**config.mk**
```make
export PLATFORM = sky130hd
export DESIGN_NAME = slice_add_sequencer
export DESIGN_NICKNAME = d
export VERILOG_FILES = /design/src/rtl/slice_add_sequencer_pkg.sv /design/src/rtl/select_adder.sv /design/src/rtl/slice_add_sequencer.sv
export SDC_FILE = /design/constraint.sdc
export NUM_CORES = 1
export LEC_CHECK = 0
export ABC_AREA = 1
export CORE_MARGIN = 4
export CORE_UTILIZATION = 35
export CTS_CLUSTER_SIZE = 25
export DETAILED_ROUTE_END_ITERATION = 7
export PLACE_DENSITY_LB_ADDON = 0.25
export SKIP_LAST_GASP = 1
export SLEW_MARGIN = 20
export SYNTH_ARGS = -nofsm -noshare
export SYNTH_HDL_FRONTEND = slang
export SYNTH_SLANG_ARGS = --single-unit
```
**constraint.sdc**
```tcl
create_clock -name clk -period 3.5 [get_ports clk]
set_input_delay 0.525 -clock clk [delete_from_list [all_inputs] [get_ports clk]]
set_output_delay 0.525 -clock clk [all_outputs]
set_load 0.02 [all_outputs]
```
**src/rtl/slice_add_sequencer_pkg.sv**
```systemverilog
// Shared definitions for the bit-serial slice adder sequencer:
// FSM state encodings and default geometry.
package slice_add_sequencer_pkg;

    localparam int unsigned DefaultWidth = 32;
    localparam int unsigned DefaultSlice = 4;

    typedef enum logic [1:0] {
        StIdle = 2'd0,
        StRun  = 2'd1,
        StDone = 2'd2
    } state_e;

endpackage

```
**src/rtl/select_adder.sv**
```systemverilog
// COUNT-bit carry-select adder: both carry-in cases are precomputed and
// the incoming carry picks one.
module select_adder #(
    parameter int unsigned COUNT = 4
) (
    input  logic [COUNT-1:0] a_i,
    input  logic [COUNT-1:0] b_i,
    input  logic             cin_i,
    output logic [COUNT-1:0] sum_o,
    output logic             cout_o
);

    logic [COUNT:0] sum_c0;
    logic [COUNT:0] sum_c1;

    always_comb begin
        sum_c0 = {1'b0, a_i} + {1'b0, b_i};
        sum_c1 = {1'b0, a_i} + {1'b0, b_i} + {{COUNT{1'b0}}, 1'b1};
        {cout_o, sum_o} = cin_i ? sum_c1 : sum_c0;
    end

endmodule

```
**src/rtl/slice_add_sequencer.sv**
```systemverilog
// Full-width adder built from one shared SLICE-bit adder, stepping through
// the operand one slice per cycle with a valid/ready handshake on each side.
module slice_add_sequencer
    import slice_add_sequencer_pkg::*;
#(
    parameter int unsigned WIDTH = DefaultWidth,
    parameter int unsigned SLICE = DefaultSlice
) (
    input  logic             clk,
    input  logic             rst_n,
    input  logic             in_valid,
    output logic             in_ready,
    input  logic [WIDTH-1:0] a,
    input  logic [WIDTH-1:0] b,
    input  logic             cin,
    output logic             out_valid,
    input  logic             out_ready,
    output logic [WIDTH-1:0] sum,
    output logic             cout,
    output logic             busy
);

    localparam int unsigned NSlice  = WIDTH / SLICE;
    localparam int unsigned IdxW    = (NSlice > 1) ? $clog2(NSlice) : 1;
    localparam logic [IdxW-1:0] LastIdx = IdxW'(NSlice - 1);

    state_e            state_q, state_d;
    logic [WIDTH-1:0]  a_q, a_d;
    logic [WIDTH-1:0]  b_q, b_d;
    logic [WIDTH-1:0]  sum_q, sum_d;
    logic [IdxW-1:0]   idx_q, idx_d;
    logic              carry_q, carry_d;
    logic              cout_q, cout_d;

    logic [SLICE-1:0]  slice_a;
    logic [SLICE-1:0]  slice_b;
    logic [SLICE-1:0]  slice_sum;
    logic              slice_cout;

    assign slice_a = a_q[idx_q*SLICE +: SLICE];
    assign slice_b = b_q[idx_q*SLICE +: SLICE];

    select_adder #(
        .COUNT (SLICE)
    ) u_select_adder (
        .a_i    (slice_a),
        .b_i    (slice_b),
        .cin_i  (carry_q),
        .sum_o  (slice_sum),
        .cout_o (slice_cout)
    );

    always_comb begin
        state_d = state_q;
        a_d     = a_q;
        b_d     = b_q;
        sum_d   = sum_q;
        idx_d   = idx_q;
        carry_d = carry_q;
        cout_d  = cout_q;
        unique case (state_q)
            StIdle: begin
                if (in_valid) begin
                    a_d     = a;
                    b_d     = b;
                    carry_d = cin;
                    idx_d   = '0;
                    state_d = StRun;
                end
            end
            StRun: begin
                sum_d[idx_q*SLICE +: SLICE] = slice_sum;
                carry_d                     = slice_cout;
                if (idx_q == LastIdx) begin
                    cout_d  = slice_cout;
                    idx_d   = '0;
                    state_d = StDone;
                end else begin
                    idx_d = idx_q + 1'b1;
                end
            end
            StDone: begin
                if (out_ready) begin
                    state_d = StIdle;
                end
            end
            default: state_d = StIdle;
        endcase
    end

    // Operand registers also clear on reset so an aborted request leaves no trace.
    always_ff @(posedge clk) begin
        if (!rst_n) begin
            state_q <= StIdle;
            a_q     <= '0;
            b_q     <= '0;
            sum_q   <= '0;
            idx_q   <= '0;
            carry_q <= 1'b0;
            cout_q  <= 1'b0;
        end else begin
            state_q <= state_d;
            a_q     <= a_d;
            b_q     <= b_d;
            sum_q   <= sum_d;
            idx_q   <= idx_d;
            carry_q <= carry_d;
            cout_q  <= cout_d;
        end
    end

    assign in_ready  = (state_q == StIdle);
    assign out_valid = (state_q == StDone);
    assign busy      = (state_q != StIdle);
    assign sum       = sum_q;
    assign cout      = cout_q;

endmodule
```
-- After elaboration in Yosys (flattened, before gate mapping)
Cells that the tools add are included.
- flip-flop bits (word level): 103
- output and inout bits: 36
- logic and storage cells: 39
- bits of input ports: 69
- add/subtract/negate cells: 4
- equal/unequal tests: 6
- reduce and logical (&&, ||, !) cells: 7
- mux-type cells: 11
- shift operators: 4
- operator list (cell ; number):
    $shiftx A32 B6 Y4 ; 2
    $neg A5 Y34 ; 1
    $shift A4 B34 Y32 const A ; 1
    $shiftx A4 B34 Y32 ; 1
    $bwmux W32 ; 1
    $mux W2 ; 3
    $mux W3 ; 2
    $pmux W2 S3 ; 1
    $pmux W3 S2 ; 1
    $reduce_and A2 Y1 ; 3
    $add A4 B4 Y5 ; 1
    $add A5 B1 Y5 const B ; 1
    $mux W5 ; 1
    $ne A2 B2 Y1 const B ; 2
    $reduce_bool A2 Y1 ; 2
    $add A3 B1 Y3 const B ; 1
    $eq A3 B3 Y1 const B ; 1
    $reduce_and A3 Y1 ; 1
    $eq A2 B1 Y1 const B ; 1
    $eq A2 B2 Y1 const B ; 1
    $logic_not A2 Y1 ; 1
    $ne A2 B1 Y1 const B ; 1
    $pmux W1 S2 ; 1
    $mux W1 ; 1

-- Longest topological paths before layout
Gate-level depths: netlist of run 1.
- depth after elaboration: 6
- depth in mapped cells: 19
- mapped depth without buffers: 17

-- By module
From an unflattened synthesis of run 1, not the netlist that was laid out.
- cells, all modules: 744
- area total of the unflattened synthesis: 4999.8 µm²
- by module, submodules not included (module ; seq. area each (µm²) ; times used ; area an instance (µm²) ; cells an instance):
    slice_add_sequencer ; 2062.0 ; 1 ; 4734.5 ; 697
    select_adder ; 0.0 ; 1 ; 265.3 ; 47

-- Least setup slack after synthesis of run 1
OpenSTA, ideal clock, no wires.
- path type: flip-flop to flip-flop
- start: reg idx_q[0]
- end: reg sum_q[25] (netlist: sum[25])
- data arrival time: 2.812 ns
- stages on the path, launching flop included: 18
- buffers on the path: 3
- data required time: 3.430 ns
- period minus slack after synthesis: 2.882 ns
- setup time: 0.070 ns
- slack: 0.618 ns
- path through: dfxtp_1 buf_6 inv_1 buf_2 clkbuf_1 o21ai_0 a31oi_1 ha_1 inv_1 fa_1 inv_1 ha_1 nand2_1 o21ai_0 inv_1 nor2_1 inv_1 a21oi_1
- cells in the longest elaborated chain, start to end: 6
- elaborated cells on any way between the ends: 9
- those cells by class: add/sub (3); shift (4); mux (2)
- ends and longest elaborated chain (element ; line ; RTL):
    start: declaration ; slice_add_sequencer.sv:31 ; logic [IdxW-1:0] idx_q, idx_d;
    start signal: assignment ; slice_add_sequencer.sv:106 ; idx_q <= idx_d;
    $shiftx A32 B6 Y4 (on tied branches) ; slice_add_sequencer.sv:40, slice_add_sequencer.sv:41 ;
    $add A4 B4 Y5 ; select_adder.sv:17, select_adder.sv:18 ;
    $add A5 B1 Y5 ; select_adder.sv:18 ; sum_c1 = {1'b0, a_i} + {1'b0, b_i} + {{COUNT{1'b0}}, 1'b1};
    $mux W5 ; select_adder.sv:19 ; {cout_o, sum_o} = cin_i ? sum_c1 : sum_c0;
    $shiftx A4 B34 Y32 ; slice_add_sequencer.sv:72 ; sum_d[idx_q*SLICE +: SLICE] = slice_sum;
    $bwmux W32 (*) ; slice_add_sequencer.sv:72 ;
    end signal: assignment ; slice_add_sequencer.sv:105 ; sum_q <= sum_d;
    end: declaration ; slice_add_sequencer.sv:30 ; logic [WIDTH-1:0] sum_q, sum_d;
Every way passes the cells marked *; elsewhere a longest branch is shown, timed or not.
A chain may end at the register's enable or synchronous reset.

-- Final worst setup path of run 1
- start: reg idx_q[1]
- end: reg sum_q[25] (netlist: sum[25])
The elaborated chain is that of the path after synthesis.

==> run_results.csv, run 1 <==
group,metric,value,unit
status,status,"finished, final reports clean",
routing,first_iter_violations,235,
floorplanning,start_util,36.0,%
routing,firstDrtPassIters,4,
routing,via_per_inst,4.79,
clock_tree,post_cts_resize_count,0,
min_path,hp-start,"a_q[9]",
final_layout,syn_to_final_growth,31.9,%
final_layout,fin_cells,897,
synth,synth_area_per_cell,7.17,um^2
clock_tree,cts.sinks,103,
synth,syn_inst,636,
setup_path,path_buf_inv,5,
floorplanning,die_width,122,um
routing,wire_per_inst,13.3,um
global_route,grt_max_degree,66,
setup_path,crit_top_cell,"inv_1",
sta,setup_viol,0,
place,placed_cells,882,
clock_tree,clk_path_buf_depth,2,
setup_path,setup.worst_path.class,"reg -> reg",
power_and_ir_drop,power_per_cell_area,470,mW/mm^2
global_route,grt_pass1_wl,19900,um
place,port_buffers,104,
global_route,antenna_found_initial,0,
clock_tree,postCtsSetupRepairBufs,0,
clock_tree,cts_buffers,9,
floorplanning,core_area,0.0127,mm^2
synth,yosys_register_bits,103,
floorplanning,dieArea,0.0149,mm^2
setup_path,worstPathArrival,3.33,ns
sta,maxSlewViolCount,0,
sta,worstMarginPinSlew,0.814,ns
setup_path,crit_fanout,18,
min_path,hold_path_class,"reg -> reg",
setup_path,critPathTopFamily,"adder cells",
synth,synth_nets,718,
setup_path,worstSetupStartpointType,"register",
sta,max_slew_margin,45.3,%
clock_tree,clock_latency,0.34,ns
global_route,grt_pass1_vias,4205,
floorplanning,die_y,122,um
final_layout,nNetsFinal,803,
place,gp_congestion,0.819,
routing,num_vias,4296,
routing,ant_nets,0,
floorplanning,row_count,41,
clock_tree,cts-root-buf,"clkbuf_16",
place,dp_hpwl,8660,um
sta,fin_crit_sh,87.3,%
setup_path,setup.worst_path.start,"idx_q[1]",
routing,routed_wl,11900,um
synth,yosysSeqAreaShare,45.2,%
clock_tree,cts_tree,"built",
clock_tree,htree_levels,3,
setup_path,cp_slowest_cell,"fa_1",
setup_path,cp_cell_sequence,"inv_1 > o21ai_0 > o22ai_1 > nor2_1 > a31oi_1 > ha_1 > inv_1 > fa_1 > inv_1 > ha_1 > nand2_1 > o21ai_0 > inv_1 > nor2_1 > inv_1 > a21oi_1",
synth,synth_warnings,0,
floorplanning,pin_count,105,
flow_run,cap_violations,0,
setup_path,end_kind,"register",
power_and_ir_drop,leakagePower,2.43,nW
setup_path,max_stage_delay,0.50,ns
sta,fin_skew,0.00833,ns
synth,netlist_area,0.00456,mm^2
global_route,grt-ovfl-total,0,
clock_tree,path_clk_slew,0.07,ns
sta,rsz0062_at_grt,"no",
final_layout,drive_above_1_share,4.28,%
sta,holdWs,0.478,ns
sta,tns,0,ns
routing,route.detailed.drc,0,
setup_path,worstReg2RegStart,"idx_q[1]",
setup_path,required,3.77,ns
sta,finalCriticalPeriod,3.06,ns
power_and_ir_drop,ir_drop,257,uV
final_layout,antennaDiodeCount,0,
global_route,grt_usage,16.4,%
clock_tree,hold_buffers,0,
sta,max_freq,327,MHz
synth,synth_cell_types,22,
sta,finalHoldViolations,0,
power_and_ir_drop,power,0.00283,W
[state kept, by name, summed over array words and instances, names as in the netlist]
name	count
a_q	32
sum	32
carry_q	1
b_q	32
idx_q	3
state_q	2
cout	1
[final cells by class]
type                    count  area, um^2
repair buffers            111        1100
inverters                  37         139
clock inverters             6        67.6
clock buffers               9         225
well taps                 172         215
multi-input cells         459        2200
flip-flops and latches    103        2060
fillers                  1304        6660
[synthesized netlist by cell type]
cell type    n  share of area, %
o221ai_1     1              0.19
o21a_1       1              0.16
nand2_1     39               3.2
dfxtp_1    103                45
o21ai_0    134                15
nand3_1     12               1.3
a31oi_1      5              0.69
buf_2        8              0.88
nor3_1       5              0.55
o22ai_1     10               1.4
nor3_4       4               1.4
nor2_4       1              0.25
clkbuf_1    25               2.1
nand4_1      3              0.41
nand3_4      1              0.38
buf_6        1              0.25
a21oi_1     35               3.8
fa_1         1              0.44
buf_1        3              0.25
nor2_1     195                16
inv_1       37               3.0
ha_1        12               3.3
[layout by cell type (no fill, tap or decap), drive strengths merged]
| master | synthesis | layout |
|---|---|---|
| o21a | 1 | 1 |
| ha | 12 | 12 |
| clkbuf | 25 | 9 |
| clkinv | 0 | 1 |
| nand4 | 3 | 3 |
| a31oi | 5 | 5 |
| bufinv | 0 | 1 |
| fa | 1 | 1 |
| clkdlybuf4s50 | 0 | 103 |
| clkinvlp | 0 | 2 |
| o221ai | 1 | 1 |
| nand3 | 13 | 13 |
| a21oi | 35 | 35 |
| o22ai | 10 | 10 |
| nor2 | 196 | 196 |
| o21ai | 134 | 134 |
| dfxtp | 103 | 103 |
| inv | 37 | 39 |
| nor3 | 9 | 9 |
| nand2 | 39 | 39 |
| buf | 12 | 8 |
[through the flow]
step	util [%]	worst slack, ns	instance area, um^2
2_1_floorplan	-	0.618	4560
3_3_place_gp	45.2	0.479	5720
3_5_place_dp	45.2	0.374	5720
4_1_cts	47.5	0.372	6010
5_1_grt	47.5	0.124	6010
6_report	47.5	0.444	6010
[kinds of logic (layout without fill, tap and decap cells)]
logic type                 count (synthesis)  in the layout  synth area share [%]
AOI/OAI and AO/OA                        186            186                  21.0
adders and majority gates                 13             13                  3.73
buffers and inverters                     74            163                  6.48
DFF                                      103            103                  45.2
and+or+nand+nor                          260            260                  23.6
[where the power goes]
part / leakage [nW] / total [W] / internal (W) / switching [W]
clock: 0.138 / 0.000995 / 0.000554 / 0.000441
combinational: 1.45 / 0.000549 / 0.000220 / 0.000329
sequential: 0.846 / 0.00129 / 0.00124 / 0.0000412
[layer usage]
metal | vias to the layer above | wire, um | track usage [%]
li1 | 2263 | - | -
met2 | 108 | 5450 | 26.6
met5 | - | 0 | 0
met3 | 15 | 640 | 4.09
met4 | 0 | 175 | 4.69
met1 | 1910 | 5640 | 21.7
[path summary, 6_finish.rpt]
kind / slack [ns] / cells past startpoint / end
max: 0.44 / 16 / sum[25]
min: 0.48 / 2 / a_q[9]
max reg2reg: 0.44 / 16 / sum[25]
min reg2reg: 0.48 / 2 / a_q[9]
[worst min-delay path, stage by stage (launching register included)]
cell	delay [ns]
dfxtp_1	0.32
nor2_1	0.05
nor2_1	0.08
(Power assumes the default switching activity.)
==> inputs of run 2 (changes only) <==
--- a/config.mk
+++ b/config.mk
@@ -11,7 +11,6 @@
 export CTS_CLUSTER_SIZE = 25
 export DETAILED_ROUTE_END_ITERATION = 7
 export PLACE_DENSITY_LB_ADDON = 0.25
-export SKIP_LAST_GASP = 1
 export SLEW_MARGIN = 20
 export SYNTH_ARGS = -nofsm -noshare
 export SYNTH_HDL_FRONTEND = slang
==> results of run 2 <==
Same layout as run 1: the final DEF is identical, and so are final timing and power.
==> inputs of run 3 (changes only) <==
--- a/config.mk
+++ b/config.mk
@@ -14,4 +14,5 @@
 export SLEW_MARGIN = 20
 export SYNTH_ARGS = -nofsm -noshare
 export SYNTH_HDL_FRONTEND = slang
+export SYNTH_HIERARCHICAL = 1
 export SYNTH_SLANG_ARGS = --single-unit
==> run_results.csv, run 3 <==
group,metric,value,unit
status,status,"finished, final reports clean",
sta,holdWs,0.458,ns
final_layout,antennaDiodeCount,0,
routing,wire_per_inst,12.6,um
synth,synthTopCellsByArea,"dfxtp_1, nor2_1, o21ai_0",
floorplanning,dieArea,0.0163,mm^2
sta,tns,0,ns
setup_path,worstPathArrival,3.45,ns
routing,via_per_inst,4.64,
synth,yosys_register_bits,103,
setup_path,cp_slowest_cell,"fa_1",
synth,synth_area_per_cell,6.72,um^2
min_path,hold_path_class,"reg -> reg",
routing,route.detailed.drc,0,
clock_tree,path_clk_slew,0.07,ns
final_layout,mostFrequentLayoutCells,"nor2_1, nand2_1, dfxtp_1, clkdlybuf4s50_1, o21ai_0",
clock_tree,post_cts_resize_count,0,
power_and_ir_drop,leakagePower,2.75,nW
setup_path,required,3.79,ns
clock_tree,cts.sinks,103,
clock_tree,htree_levels,3,
power_and_ir_drop,ir_drop,291,uV
power_and_ir_drop,p_seq_share,45.2,%
floorplanning,die_y,128,um
clock_tree,cts_tree,"built",
sta,rsz0062_at_grt,"no",
sta,max_freq,317,MHz
clock_tree,hold_buffers,0,
floorplanning,core_area,0.0139,mm^2
floorplanning,pin_count,105,
final_layout,syn_to_final_growth,28.1,%
power_and_ir_drop,switching_share,30.0,%
synth,synth_warnings,6,
routing,routed_wl,12800,um
setup_path,setup.worst_path.class,"reg -> reg",
global_route,grt_usage,16.2,%
synth,yosys.area.top_type,"dfxtp_1",
global_route,grt_pass1_vias,4520,
synth,synth_ff_type,"dfxtp_1",
synth,async_flop_share,0,%
synth,synth_common_cells,"nor2_1, nand2_1, dfxtp_1, o21ai_0, inv_1",
place,gp_congestion,0.805,
setup_path,end_kind,"register",
setup_path,worstSetupStartpointType,"register",
synth,synth_edf_count,0,
clock_tree,clock_latency,0.36,ns
clock_tree,cts_buffers,9,
global_route,grt_max_degree,81,
synth,synth_top_area_share,41.2,%
routing,firstDrtPassIters,4,
clock_tree,cts-root-buf,"clkbuf_16",
place,dp_hpwl,9420,um
synth,netlist_area,0.00500,mm^2
global_route,antenna_found_initial,0,
clock_tree,postCtsSetupRepairBufs,0,
final_layout,drive_above_1_share,5.54,%
synth,syn_inst,744,
routing,first_iter_violations,299,
clock_tree,clk_path_buf_depth,2,
power_and_ir_drop,p_switching,0.000849,W
routing,ant_nets,0,
synth,synth_nets,826,
power_and_ir_drop,combPwrFrac,20.8,%
global_route,grt_pass1_wl,21400,um
sta,max_slew_margin,35.7,%
setup_path,crit_top_cell,"nor2_1",
sta,finalHoldViolations,0,
final_layout,fin_area,0.00641,mm^2
synth,synth_cell_types,30,
synth,yosysMostFrequentCell,"nor2_1",
floorplanning,row_count,43,
sta,fin_crit_sh,90.1,%
power_and_ir_drop,power_per_cell_area,442,mW/mm^2
place,dpl-instance-area,0.00612,mm^2
power_and_ir_drop,pwr-share-clk,34.0,%
setup_path,max_stage_delay,0.59,ns
place,port_buffers,104,
sta,fin_skew,0.0110,ns
sta,setup_viol,0,
routing,num_vias,4696,
sta,maxSlewViolCount,0,
final_layout,final_common_cell,"nor2_1",
synth,yosysSeqAreaShare,41.2,%
floorplanning,die_width,128,um
power_and_ir_drop,p_int,0.00198,W
final_layout,nNetsFinal,908,
sta,worstMarginPinSlew,0.965,ns
setup_path,cp_cell_sequence,"buf_4 > o21ai_0 > o21ai_0 > nand2_1 > nand3_1 > inv_1 > fa_1 > inv_1 > ha_1 > nand2_1 > o21ai_0 > inv_1 > nor2_1 > nand2_1 > nor2_1 > nor2_1 > nor2_1",
flow_run,cap_violations,0,
floorplanning,start_util,35.9,%
global_route,grt-ovfl-total,0,
setup_path,crit_fanout,38,
final_layout,fillers,1472,
sta,finalCriticalPeriod,3.15,ns
run 3: cell count changes in the layout (fill, tap and decap cells not counted), moves of 10 or more:
cell / delta
inv_1: +19
nand2_1: +73
nand3_1: +17
nor2_1: +26
o21ai_0: -40
o21ai_1: +10
o22ai_1: -10
run 3: path summary, 6_finish.rpt:
kind | startpoint | endpoint | slack, ns | cells past startpoint
setup / recovery | idx_q[0] | sum[9] | 0.35 | 17
hold / removal | a_q[9] | a_q[9] | 0.46 | 2
setup reg to reg | idx_q[0] | sum[9] | 0.35 | 17
hold reg to reg | a_q[9] | a_q[9] | 0.46 | 2
run 3: worst max-delay path: cells and delay by family, from the launching register on:
family / cells / cell delay [ns]
adder cells (fa/ha/maj): 2 / 0.86
AND/OR/NAND/NOR: 8 / 0.75
buffers and inverters: 4 / 0.61
AO/OA/AOI/OAI: 3 / 0.49
flip-flops: 1 / 0.37
run 3: stage by stage:
step	util, %	std cells	power (W)	worst slack, ns
after floorplan	-	744	0.00170	0.761
after CTS	46.0	1011	0.00287	0.410
after global routing	46.0	1011	0.00300	0.0194
after global placement	43.9	995	0.00189	0.549
after detailed placement	43.9	995	0.00190	0.477
final	46.0	1011	0.00283	0.347
run 3: cells by family (layout without fill, tap and decap cells):
kind of cell             after synthesis  count (layout)  share of synthesized area [%]
AO/OA/AOI/OAI                        141             141                           14.5
XOR/XNOR                               2               2                          0.350
adder cells (fa/ha/maj)               13              13                           3.40
buffers and inverters                100             187                           8.66
flip-flops                           103             103                           41.2
AND/OR/NAND/NOR                      385             385                           31.9
run 3: layout make-up:
type	count	area, um^2	area share [%]
clock buffer	11	243	3.79
inverter	60	225	3.52
multi-input combinational	541	2500	39.1
timing repair buffer	111	1100	17.2
sequential	103	2060	32.2
clock inverter	5	45.0	0.703
tap	180	225	3.52
run 3: per-layer routing:
layer	vias to the layer above	track usage [%]	wire, um
met3	15	4.52	675
met1	2064	20.9	5980
met2	91	26.2	5920
met5	-	0	0
li1	2526	-	-
met4	0	5.05	185
run 3: power by group through the flow:
stage	combinational, W	sequential [W]	clock (W)
2_1_floorplan	0.000399	0.00130	0
3_3_place_gp	0.000581	0.00131	0
3_5_place_dp	0.000588	0.00131	0
4_1_cts	0.000591	0.00128	0.000996
5_1_grt	0.000674	0.00129	0.00104
6_report	0.000590	0.00128	0.000963
